`src/rtl/rx_link_align_ctrl_pkg.sv`:
```
// rx_link_pkg: shared state encoding, default COM symbol and counter-width helper for rx_link_align_ctrl
package rx_link_pkg;
  typedef enum logic [2:0] {
    IDLE    = 3'd0,
    SEARCH  = 3'd1,
    SLIP    = 3'd2,
    CONFIRM = 3'd3,
    ACTIVE  = 3'd4
  } state_t;
  localparam logic [7:0] COM_SYM_DEF = 8'hBC;
  function automatic int cnt_w(input int v);
    return v < 2 ? 1 : $clog2(v);
  endfunction
endpackage

```
`src/rtl/rx_link_align_ctrl_if.sv`:
```
// rx_link_align_ctrl_if: byte bus from deserializer (enable/data_in/byte_valid/sym_err) and link outputs (slip_req/active_to_PS/valid_out_to_LDMX/data2send_to_LDMX/state_o, plus slip_count/lock_loss_count under RX_LINK_STATS_EN)
interface rx_link_align_ctrl_if;
  logic       enable;
  logic [7:0] data_in;
  logic       byte_valid;
  logic       sym_err;
  logic       slip_req;
  logic       active_to_PS;
  logic       valid_out_to_LDMX;
  logic [7:0] data2send_to_LDMX;
  logic [2:0] state_o;
`ifdef RX_LINK_STATS_EN
  logic [7:0] slip_count;
  logic [7:0] lock_loss_count;
  modport master (output enable, data_in, byte_valid, sym_err,
                  input slip_req, active_to_PS, valid_out_to_LDMX, data2send_to_LDMX, state_o,
                  slip_count, lock_loss_count);
  modport slave (input enable, data_in, byte_valid, sym_err,
                 output slip_req, active_to_PS, valid_out_to_LDMX, data2send_to_LDMX, state_o,
                 slip_count, lock_loss_count);
`else
  modport master (output enable, data_in, byte_valid, sym_err,
                  input slip_req, active_to_PS, valid_out_to_LDMX, data2send_to_LDMX, state_o);
  modport slave (input enable, data_in, byte_valid, sym_err,
                 output slip_req, active_to_PS, valid_out_to_LDMX, data2send_to_LDMX, state_o);
`endif
endinterface

```
`src/rtl/rx_link_align_ctrl_sat_counter.sv`:
```
// rx_sat_counter: 8-bit event counter (clk, rst, inc -> count) that sticks at 8'hFF and clears only on rst
module rx_sat_counter (
  input  logic       clk,
  input  logic       rst,
  input  logic       inc,
  output logic [7:0] count
);
  always_ff @(posedge clk) begin
    if (rst) count <= '0;
    else if (inc && count != 8'hFF) count <= count + 8'd1;
  end
endmodule

```
`src/rtl/rx_link_align_ctrl.sv`:
```
// rx_link_align_ctrl: COM hunt, bit-slip request, lock/loss FSM and payload forwarding on clk_4f with sync reset; bus via rx_link_align_ctrl_if.slave; RX_LINK_STATS_EN adds slip/lock-loss counters
import rx_link_pkg::*;
module rx_link_align_ctrl #(
  parameter logic [7:0] COM_SYM       = COM_SYM_DEF,
  parameter int         LOCK_COUNT    = 4,
  parameter int         SEARCH_WINDOW = 16,
  parameter int         SLIP_WAIT     = 3,
  parameter int         LOSS_COUNT    = 3
) (
  input logic                 clk_4f,
  input logic                 reset,
  rx_link_align_ctrl_if.slave bus
);
  localparam int WW = cnt_w(SEARCH_WINDOW);
  localparam int CW = cnt_w(LOCK_COUNT);
  localparam int SW = cnt_w(SLIP_WAIT);
  localparam int EW = cnt_w(LOSS_COUNT);
  localparam logic [WW-1:0] WIN_LAST  = WW'(SEARCH_WINDOW - 1);
  localparam logic [CW-1:0] COM_LAST  = CW'(LOCK_COUNT - 1);
  localparam logic [SW-1:0] WAIT_LAST = SW'(SLIP_WAIT - 1);
  localparam logic [EW-1:0] ERR_LAST  = EW'(LOSS_COUNT - 1);
  state_t        state;
  logic [WW-1:0] win_cnt;
  logic [CW-1:0] com_cnt;
  logic [SW-1:0] wait_cnt;
  logic [EW-1:0] err_cnt;
  logic          is_com;
  assign is_com = bus.data_in == COM_SYM;
  assign bus.state_o = state;
  always_ff @(posedge clk_4f) begin
    if (reset) begin
      state                 <= IDLE;
      win_cnt               <= '0;
      com_cnt               <= '0;
      wait_cnt              <= '0;
      err_cnt               <= '0;
      bus.slip_req          <= 1'b0;
      bus.active_to_PS      <= 1'b0;
      bus.valid_out_to_LDMX <= 1'b0;
      bus.data2send_to_LDMX <= '0;
    end else if (!bus.enable) begin
      state                 <= IDLE;
      win_cnt               <= '0;
      com_cnt               <= '0;
      wait_cnt              <= '0;
      err_cnt               <= '0;
      bus.slip_req          <= 1'b0;
      bus.active_to_PS      <= 1'b0;
      bus.valid_out_to_LDMX <= 1'b0;
    end else begin
      bus.slip_req          <= 1'b0;
      bus.valid_out_to_LDMX <= 1'b0;
      case (state)
        IDLE: begin
          state   <= SEARCH;
          win_cnt <= '0;
        end
        SEARCH: if (bus.byte_valid) begin
          if (is_com) begin
            state   <= CONFIRM;
            com_cnt <= CW'(1);
          end else if (win_cnt == WIN_LAST) begin
            state        <= SLIP;
            bus.slip_req <= 1'b1;
            wait_cnt     <= '0;
            win_cnt      <= '0;
          end else win_cnt <= win_cnt + WW'(1);
        end
        SLIP: begin
          if (wait_cnt == WAIT_LAST) begin
            state   <= SEARCH;
            win_cnt <= '0;
          end else wait_cnt <= wait_cnt + SW'(1);
        end
        CONFIRM: if (bus.byte_valid) begin
          if (is_com && !bus.sym_err) begin
            if (com_cnt == COM_LAST) begin
              state            <= ACTIVE;
              bus.active_to_PS <= 1'b1;
              com_cnt          <= '0;
              err_cnt          <= '0;
            end else com_cnt <= com_cnt + CW'(1);
          end else begin
            state   <= SEARCH;
            win_cnt <= '0;
            com_cnt <= '0;
          end
        end
        ACTIVE: if (bus.byte_valid) begin
          if (bus.sym_err) begin
            if (err_cnt == ERR_LAST) begin
              state            <= SEARCH;
              bus.active_to_PS <= 1'b0;
              win_cnt          <= '0;
              err_cnt          <= '0;
            end else err_cnt <= err_cnt + EW'(1);
          end else begin
            err_cnt <= '0;
            if (!is_com) begin
              bus.valid_out_to_LDMX <= 1'b1;
              bus.data2send_to_LDMX <= bus.data_in;
            end
          end
        end
        default: state <= IDLE;
      endcase
    end
  end
`ifdef RX_LINK_STATS_EN
  logic loss_evt;
  assign loss_evt = !reset && bus.enable && state == ACTIVE && bus.byte_valid && bus.sym_err && err_cnt == ERR_LAST;
  rx_sat_counter u_slip_cnt (.clk(clk_4f), .rst(reset), .inc(bus.slip_req), .count(bus.slip_count));
  rx_sat_counter u_loss_cnt (.clk(clk_4f), .rst(reset), .inc(loss_evt), .count(bus.lock_loss_count));
`endif
endmodule

```
`src/flat_wrapper.sv`:
```
// flat-port wrapper written by rule: the top's interface ports become plain ports
module rx_link_align_ctrl_flat 
#(
  parameter logic [7:0] COM_SYM       = COM_SYM_DEF,
  parameter int         LOCK_COUNT    = 4,
  parameter int         SEARCH_WINDOW = 16,
  parameter int         SLIP_WAIT     = 3,
  parameter int         LOSS_COUNT    = 3
)
  (clk_4f, reset, bus_enable, bus_data_in, bus_byte_valid, bus_sym_err, bus_slip_req, bus_active_to_PS, bus_valid_out_to_LDMX, bus_data2send_to_LDMX, bus_state_o);
  rx_link_align_ctrl_if bus_i ();
  input logic clk_4f;
  input logic reset;
  input wire logic [$bits(bus_i.enable)-1:0] bus_enable;
  input wire logic [$bits(bus_i.data_in)-1:0] bus_data_in;
  input wire logic [$bits(bus_i.byte_valid)-1:0] bus_byte_valid;
  input wire logic [$bits(bus_i.sym_err)-1:0] bus_sym_err;
  output wire logic [$bits(bus_i.slip_req)-1:0] bus_slip_req;
  output wire logic [$bits(bus_i.active_to_PS)-1:0] bus_active_to_PS;
  output wire logic [$bits(bus_i.valid_out_to_LDMX)-1:0] bus_valid_out_to_LDMX;
  output wire logic [$bits(bus_i.data2send_to_LDMX)-1:0] bus_data2send_to_LDMX;
  output wire logic [$bits(bus_i.state_o)-1:0] bus_state_o;
  assign bus_i.enable = bus_enable;
  assign bus_i.data_in = bus_data_in;
  assign bus_i.byte_valid = bus_byte_valid;
  assign bus_i.sym_err = bus_sym_err;
  assign bus_slip_req = bus_i.slip_req;
  assign bus_active_to_PS = bus_i.active_to_PS;
  assign bus_valid_out_to_LDMX = bus_i.valid_out_to_LDMX;
  assign bus_data2send_to_LDMX = bus_i.data2send_to_LDMX;
  assign bus_state_o = bus_i.state_o;
  rx_link_align_ctrl #(.COM_SYM(COM_SYM), .LOCK_COUNT(LOCK_COUNT), .SEARCH_WINDOW(SEARCH_WINDOW), .SLIP_WAIT(SLIP_WAIT), .LOSS_COUNT(LOSS_COUNT)) u_core (.clk_4f(clk_4f), .reset(reset), .bus(bus_i));
endmodule
```
`config.mk`:
```
export PLATFORM = sky130hd
export DESIGN_NAME = rx_link_align_ctrl_flat
export DESIGN_NICKNAME = d
export VERILOG_FILES = /design/src/rtl/rx_link_align_ctrl_pkg.sv /design/src/rtl/rx_link_align_ctrl_if.sv /design/src/rtl/rx_link_align_ctrl_sat_counter.sv /design/src/rtl/rx_link_align_ctrl.sv /design/src/flat_wrapper.sv
export SDC_FILE = /design/constraint.sdc
export NUM_CORES = 1
export LEC_CHECK = 0
export BUFFER_PORTS_ARGS = -buffer_cell sky130_fd_sc_hd__buf_2
export CORE_AREA = 5 5 52 59
export DETAILED_ROUTE_END_ITERATION = 6
export DIE_AREA = 0 0 57 64
export HOLD_SLACK_MARGIN = 0.02
export PLACE_DENSITY = 0.8
export SYNTH_ARGS = -nofsm -noshare
export SYNTH_HDL_FRONTEND = slang
export SYNTH_HIERARCHICAL = 1
export SYNTH_SLANG_ARGS = --single-unit
```
`constraint.sdc`:
```
create_clock -name clk_4f -period 2.3 [get_ports clk_4f]
set_clock_uncertainty 0.2 [all_clocks]
set_input_delay 0.345 -clock clk_4f [delete_from_list [all_inputs] [get_ports clk_4f]]
set_output_delay 0.345 -clock clk_4f [all_outputs]
set_load 0.05 [all_outputs]
```
Yosys cells after proc, flatten, opt, wreduce, memory -nomap -nowiden
Cells that the tools add are included.
- register bits: 24
- bits of input ports: 13
- output and inout port bits: 14
- word-level logic and storage cells: 108
- add/subtract/negate cells: 4
- equality and inequality tests: 24
- multiplexer cells: 48
- bitwise logic cells: 6
- reduce and logical (&&, ||, !) cells: 17
- operators with widths (kind ; number):
    $mux W4 ; 9
    $mux W2 ; 15
    $mux W3 ; 10
    $pmux W4 S5 ; 1
    $pmux W3 S5 ; 1
    $reduce_and A5 Y1 ; 3
    $ne A2 B2 Y1 const B ; 7
    $ne A2 B1 Y1 const B ; 6
    $pmux W2 S2 ; 3
    $reduce_or A5 Y1 ; 2
    $reduce_and A9 Y1 ; 1
    $eq A8 B8 Y1 const B ; 1
    $mux W1 ; 8
    $reduce_and A8 Y1 ; 1
    $reduce_and A7 Y1 ; 1
    $add A2 B1 Y2 const B ; 3
    $eq A2 B2 Y1 const B ; 3
    $eq A3 B2 Y1 const B ; 2
    $not A1 Y1 ; 6
    $reduce_bool A2 Y1 ; 3
    $reduce_bool A5 Y1 ; 1
    $add A4 B1 Y4 const B ; 1
    $eq A4 B4 Y1 const B ; 1
    $reduce_and A4 Y1 ; 1
    other kinds (9) ; 9

Depth between registers and ports, before layout
Gate-level depths: netlist (run 1).
- depth in word-level cells: 5
- mapped depth: 8
- mapped depth without buffers: 8

Least setup slack after synthesis (run 1)
Ideal clock, no wire load.
- path kind: flip-flop to flip-flop
- start point: reg u_core.state[2], in the netlist u_core/bus.state_o[2]
- end point: reg u_core.win_cnt[3]
- setup time: 0.070 ns
- arrival: 1.887 ns
- data required time: 2.030 ns
- path slack: 0.143 ns
- cell stages (with the launch flop): 7
- buffers on the path: 0
- period minus slack after synthesis: 2.157 ns
- cell sequence: dfxtp_1 nor2b_1 a22oi_1 o211ai_2 o21bai_4 or3_1 a21oi_1
- word-level cells in the longest chain between the ends: 3
- elaborated cells on any way between the ends: 16
- classes of those cells: 12 x eq/ne; 1 x mux; 3 x reduce/logical
- RTL lines (what ; RTL line ; text):
    start, declared ; rx_link_align_ctrl.sv:22 ; state_t state;
    start signal, assigned ; rx_link_align_ctrl.sv:32 ; state <= IDLE;
    start signal, assigned ; rx_link_align_ctrl.sv:42 ; state <= IDLE;
    start signal, assigned ; rx_link_align_ctrl.sv:55 ; state <= SEARCH;
    $eq A3 B1 Y1 (tied with other cells) ; rx_link_align_ctrl.sv:53 ; case (state)
    $reduce_bool A5 Y1 (no source line) (tied with other cells) ; - ;
    $reduce_and A9 Y1 (no source line) ; - ;
    end signal, assigned ; rx_link_align_ctrl.sv:67 ; end else win_cnt <= win_cnt + WW'(1);
    end, declared ; rx_link_align_ctrl.sv:23 ; logic [WW-1:0] win_cnt;
Parallel ways exist; a longest one is shown, timed or not.
A chain may end at the register's enable or synchronous reset.

Worst setup path in the final report (run 1)
- start point: reg u_core.wait_cnt[0]
- end point: reg u_core.win_cnt[3]
- word-level cells in the longest chain between the ends: 3
- RTL lines (what ; RTL line ; text):
    start, declared ; rx_link_align_ctrl.sv:25 ; logic [SW-1:0] wait_cnt;
    start signal, assigned ; rx_link_align_ctrl.sv:73 ; end else wait_cnt <= wait_cnt + SW'(1);
    $eq A2 B2 Y1 ; rx_link_align_ctrl.sv:70 ; if (wait_cnt == WAIT_LAST) begin
    $ne A2 B1 Y1 (no source line) ; - ;
    $reduce_and A9 Y1 (no source line) ; - ;
No other way between the ends.

==> impl_metrics.ini, run 1 <==
[outcome]
status = complete, no violations

[timing]
max_slew.worst_pin.slew_ns = 0.6185
grt_setup_unrepaired = no
slew_viol_final = 0
layout_min_cycle_time_ns = 2.076
report.final.hold_viol_count = 0
final-setup-viol-count = 0
period_share = 0.9027
fmax_mhz = 481.7
slew_headroom = 0.5877
finalSetupTns_ns = 0

[logic_synthesis]
syn_nets = 154
syn_area_per_cell_um2 = 8.740
yosysTopAreaCell = dfxtp_1
ys_ff_latch = 24
ys.flop_type = dfxtp_1
synth.area.top_cells = dfxtp_1, mux2i_1, a21oi_1, nor2_1, nand2_1
yosysWarnings = 6
synth_cells = 138
synth_edf_count = 0
synth_seq_area_share = 0.3983
mappedNetlistArea_mm2 = 0.001206
yosysUniqueCellTypes = 32
ys_async_sr_fraction = 0
synth_top_area_share = 0.3983

[cts]
cts.sinks = 24
cts_tree = done
h-tree-depth = 1
clk_path_buf_depth = 2
cts_buffers = 3
clk_pin_slew_ns = 0.12
clk_latency_ns = 0.31
ctsHoldBuffers = 0
cts-root-buf = clkbuf_4

[global_route]
grt_busiest_layer = met2
grt_overflow_total = 0
antenna_found_initial = 0
grt_use_met1 = 0.1736
grt_max_degree = 16
grt.met2_usage = 0.2771
grt_pass1_vias = 1125
groute.layer.met3.usage = 0.03622
grtUsageTotal = 0.1576
grt_pass1_wl_um = 4671

[final_layout]
areaGrowthSynthToFinish_pct = 16.08
antenna_cells = 0
layout-drive-gt1-share = 0.2545
final_cell_mix = buf_2, dfxtp_1, nor2_1, a21oi_1, nand2_1
fin_nets = 183
layout_commonest_cell = buf_2
final_cell_area_mm2 = 0.001400
final_util = 0.5774
final-seq-area_um2 = 480.5
n_fill_cell = 224
multiInputGateArea_um2 = 698.2

[place]
dp_hpwl_um = 2058
dpl_cell_area_mm2 = 0.001373
numPortBuffers = 26
globalplace.congestion = 0.8602

[pwr]
combPwrFrac = 0.116
power.density_mw_per_mm2 = 482.7
switchingPower_mw = 0.1651
ir_drop_uv = 491.7
netSwitchingFraction = 0.2443
p_leak_nw = 0.6037
power_frac_seq = 0.626
intPower_mw = 0.5106
clkPwrFrac = 0.258

[job]
drv_cap = 0

[routing]
viasPerCell = 5.740
wirelength_um = 2678
drc = 0
via_count = 1125
wl_per_cell_um = 13.66
drt_iter0_drc = 32
first_pass_iters = 4
ant_nets = 0

[worst_setup_path]
crit_required_ns = 2.28
reg2reg_slack_ns = 0.22
r2r_end = u_core/win_cnt[3]
reg2regPathDepth = 8
crit_path_end_kind = register
critPathArrivalTime_ns = 2.05
r2r-start = u_core/wait_cnt[0]
path_class = register to register
cp_max_fo = 8
start_kind = register

[die]
ioPinCount = 27
die_x_um = 57
die_h_um = 64
initial_core_util = 0.4974
rows = 19
dieArea_mm2 = 0.003648
core-area_mm2 = 0.002425

[worst_hold_path]
whs_endpoint = u_core/bus.data2send_to_LDMX[3]
hp-class = primary input to register
min_path_cells = 3
hp-start = bus_data_in[3]
[power by group through the flow]
| stage | combinational [mW] | clock [mW] | sequential (mW) |
|---|---|---|---|
| 6_report | 0.0783 | 0.175 | 0.423 |
| 2_1_floorplan | 0.0435 | 0 | 0.438 |
| 4_1_cts | 0.0776 | 0.185 | 0.423 |
| 5_1_grt | 0.0846 | 0.199 | 0.424 |
| 3_5_place_dp | 0.0770 | 0 | 0.432 |
| 3_3_place_gp | 0.0745 | 0 | 0.432 |
[worst max-delay path by stage]
stage | start | end | slack, ns | cells past startpoint
final | u_core/wait_cnt[0] | u_core/win_cnt[3] | 0.22 | 8
after global routing | u_core/bus.state_o[2] | u_core/bus.data2send_to_LDMX[2] | 0.11 | 6
after CTS | u_core/bus.state_o[2] | u_core/bus.data2send_to_LDMX[0] | 0.19 | 6
after detailed placement | bus_data_in[6] | u_core/bus.state_o[0] | 0.20 | 7
after global placement | bus_data_in[6] | u_core/bus.state_o[2] | 0.27 | 7
after floorplan | u_core/bus.state_o[2] | u_core/win_cnt[3] | 0.14 | 6
[stage by stage]
| stage | total power [mW] | worst slack (ns) | hold slack, ns | cells |
|---|---|---|---|---|
| floorplan | 0.4816 | 0.1429 | 0.2356 | 138 |
| global placement | 0.5062 | 0.2706 | 0.2432 | 193 |
| detailed placement | 0.5092 | 0.2041 | 0.2679 | 193 |
| CTS | 0.6850 | 0.1851 | 0.07403 | 196 |
| global route | 0.7079 | 0.1094 | 0.08882 | 196 |
| finish | 0.6758 | 0.2239 | 0.08079 | 196 |
[cells by family (layout without fill, tap and decap cells)]
| group | after synthesis | count (layout) | synth area share |
|---|---|---|---|
| simple gates | 64 | 64 | 0.3050 |
| flops | 24 | 24 | 0.3983 |
| compound gates | 30 | 30 | 0.1556 |
| fa+ha+maj | 3 | 3 | 0.03112 |
| buf+inv | 7 | 34 | 0.02698 |
| mux | 10 | 10 | 0.08299 |
[timing repair]
| item | in CTS | in global routing |
|---|---|---|
| endpoints found under the hold margin | 0 | 0 |
| resized for setup | 0 | 1 |
| setup endpoints to repair | 0 | 2 |
| setup buffers | 0 | 0 |
[layout make-up]
type / count / area share
repair buffers: 29 / 0.1090
flip-flops and latches: 24 / 0.3432
well taps: 31 / 0.02770
multi-input cells: 107 / 0.4987
inverters: 2 / 0.005362
clock buffers: 3 / 0.01609
[layer usage]
| layer | routed length, um | up-vias |
|---|---|---|
| li1 | - | 549 |
| met1 | 1094 | 522 |
| met2 | 1330 | 46 |
| met3 | 188 | 8 |
| met4 | 64 | 0 |
| met5 | 0 | - |
[worst max-delay path, cell delays in order, from the launching register on]
cell	delay [ns]
dfxtp_1	0.35
inv_1	0.06
ha_1	0.19
or4b_4	0.51
o21a_1	0.14
o211ai_2	0.09
o21bai_4	0.20
or3_1	0.14
a21oi_1	0.06
[sequential cells by signal, indices dropped and copies added (netlist names)]
signal	cells
u_core/bus.valid_out_to_LDMX	1
u_core/bus.data2send_to_LDMX	8
u_core/bus.active_to_PS	1
u_core/wait_cnt	2
u_core/err_cnt	2
u_core/win_cnt	4
u_core/bus.state_o	3
u_core/bus.slip_req	1
u_core/com_cnt	2
[cells in the mapped netlist, types with 3 or more instances]
library cell  number
a21oi_1           15
dfxtp_1           24
ha_1               3
mux2i_1           10
nand2_1           11
nand2b_1           5
nand3_1            3
nand3b_1           4
nand4_1            3
nor2_1            17
nor2b_1            4
o21ai_0            6
or3_1              4
No activity file was read; power rests on OpenSTA's default activity.
==> run 2, diff against run 1 <==
GPL_TIMING_DRIVEN = 0   (was default)
==> run 2 against run 1 <==
Effect of this change: setup slack worse by 0.030 ns; critical path depth down 2; clock power up 74%; sequential cell count did not move; sequential power is essentially flat; core utilization increased by 0.72 points; final area up 1.3%; critical endpoint is now u_core/bus.state_o[2]; register-to-register slack worse by 0.03 ns; maximum frequency fell by 1.4%; sequential share of layout area is 0.42 points lower; largest cell class unchanged; hold slack worse by 0.010 ns.
==> impl_metrics.ini, run 2 (synthesis results as in run 1) <==
[outcome]
status = complete, no violations

[worst_setup_path]
critPathBufInv = 0
path_class = register to register
cp_top_family = simple AND/OR/NAND/NOR gates
r2r_end = u_core/bus.state_o[2]
cp_max_fo = 9
cp_num_cells = 6
start_kind = register
crit_path_end_kind = register
critPathArrivalTime_ns = 2.16
r2r-start = u_core/bus.state_o[0]
reg2regPathDepth = 6
critPathLaunch = u_core/bus.state_o[0]
crit_required_ns = 2.35
crit_path_end = u_core/bus.state_o[2]
slowest_delay_ns = 0.61
crit_chain = nor3b_1, nand2_1, nor2_1, nor3_2, nand2b_1, a21oi_1
slowest_stage = nor3b_1
reg2reg_slack_ns = 0.19

[die]
core-area_mm2 = 0.002425
ioPinCount = 27
die_x_um = 57
die_h_um = 64
rows = 19
initial_core_util = 0.4974
dieArea_mm2 = 0.003648

[routing]
viasPerCell = 5.660
wl_per_cell_um = 13.73
ant_nets = 0
wirelength_um = 2704
drt_iter0_drc = 15
via_count = 1115
dr_wl_met3_um = 143
first_pass_iters = 4
drc = 0
top_layer = met4
route.met2.wl_um = 1422
wirelength_met1_um = 1115

[cts]
h-tree-depth = 1
cts-root-buf = clkbuf_4
cts_tree = done
cts_setup_buffers = 0
cts.sinks = 24
ctsResizeCount = 0
cts_buffers = 3
clk_latency_ns = 0.31
ctsHoldBuffers = 0
clk_path_buf_depth = 2
clk_pin_slew_ns = 0.14

[global_route]
grtUsageTotal = 0.1529
antenna_found_initial = 0
grt_pass1_vias = 1090
grt_pass1_wl_um = 4554
grt_overflow_total = 0
grt_max_degree = 15

[place]
dp.cells = 193
numPortBuffers = 24
globalplace.congestion = 0.8718
dp_hpwl_um = 2102

[worst_hold_path]
hp-class = primary input to register

[job]
drv_cap = 0

[timing]
slew_viol_final = 0
fmax_mhz = 474.8
slew_headroom = 0.5454
max_slew.worst_pin.slew_ns = 0.6804
grt_setup_unrepaired = no
period_share = 0.9157
report.final.hold_viol_count = 0
layout_min_cycle_time_ns = 2.106
finalSetupTns_ns = 0
final-setup-viol-count = 0

[final_layout]
final_util = 0.5846
layout-drive-gt1-share = 0.2410
final_cell_mix = buf_2, dfxtp_1, nor2_1, a21oi_1, nand2_1
antenna_cells = 0
areaGrowthSynthToFinish_pct = 17.53
largest_register_ffs = 8
fin_nets = 183
layout_commonest_cell = buf_2
regMostFlops = u_core/bus.data2send_to_LDMX
finalNonFillerCells = 197

[pwr]
power.density_mw_per_mm2 = 566.6
p_leak_nw = 0.6088
ir_drop_uv = 420.6
total_power_mw = 0.8032
-- run 2: cell count changes in the layout (fill, tap and decap cells not counted) --
cell       before  now
clkbuf_1        0    2
bufinv_16       0    1
nor3b_2         1    0
buf_4           3    1
nor3b_1         1    2
-- run 2: metal layers --
metal | global-route usage | vias up
li1 | - | 555
met2 | 0.2871 | 35
met4 | 0.06087 | 0
met3 | 0.02414 | 4
met5 | 0 | -
met1 | 0.1681 | 521
-- run 2: power by group --
group	switching (mW)	leakage (nW)	internal, mW
clock network	0.128	0.0279	0.176
logic	0.0463	0.387	0.0291
registers	0.00492	0.194	0.419
-- run 2: per-stage QoR --
step	instance area, um^2	hold slack (ns)	setup slack [ns]
3_5_place_dp	1365	0.2721	0.1805
3_3_place_gp	1365	0.2496	0.2068
4_1_cts	1418	0.06372	0.1804
5_1_grt	1418	0.08143	0.01116
2_1_floorplan	1206	0.2356	0.1429
6_report	1418	0.07076	0.1939
-- run 2: final cells by class --
| class | count | area [um^2] |
|---|---|---|
| well taps | 31 | 38.79 |
| fillers | 232 | 1007 |
| plain buffers | 5 | 25.02 |
| flip-flops and latches | 24 | 480.5 |
| repair buffers | 24 | 120.1 |
| inverters | 2 | 7.507 |
| multi-input cells | 107 | 693.2 |
| clock inverters | 1 | 30.03 |
| clock buffers | 3 | 22.52 |
-- run 2: tightest hold or removal path: cells and delay by family --
| kind | cells | cell delay (ns) |
|---|---|---|
| muxes | 1 | 0.06 |
| buffers and inverters | 1 | 0.09 |
| and+or+nand+nor | 1 | 0.07 |
-- run 2: how the worst min path moves through the flow --
| stage | startpoint | to | cells past startpoint | slack, ns |
|---|---|---|---|---|
| final | bus_data_in[5] | u_core/bus.data2send_to_LDMX[5] | 3 | 0.07 |
| after global routing | bus_data_in[6] | u_core/bus.data2send_to_LDMX[6] | 3 | 0.08 |
| after CTS | bus_data_in[6] | u_core/bus.data2send_to_LDMX[6] | 3 | 0.06 |
| after detailed placement | u_core/wait_cnt[0] | u_core/wait_cnt[0] | 2 | 0.27 |
| after global placement | u_core/com_cnt[1] | u_core/com_cnt[1] | 2 | 0.25 |
| after floorplan | u_core/com_cnt[1] | u_core/com_cnt[1] | 2 | 0.24 |
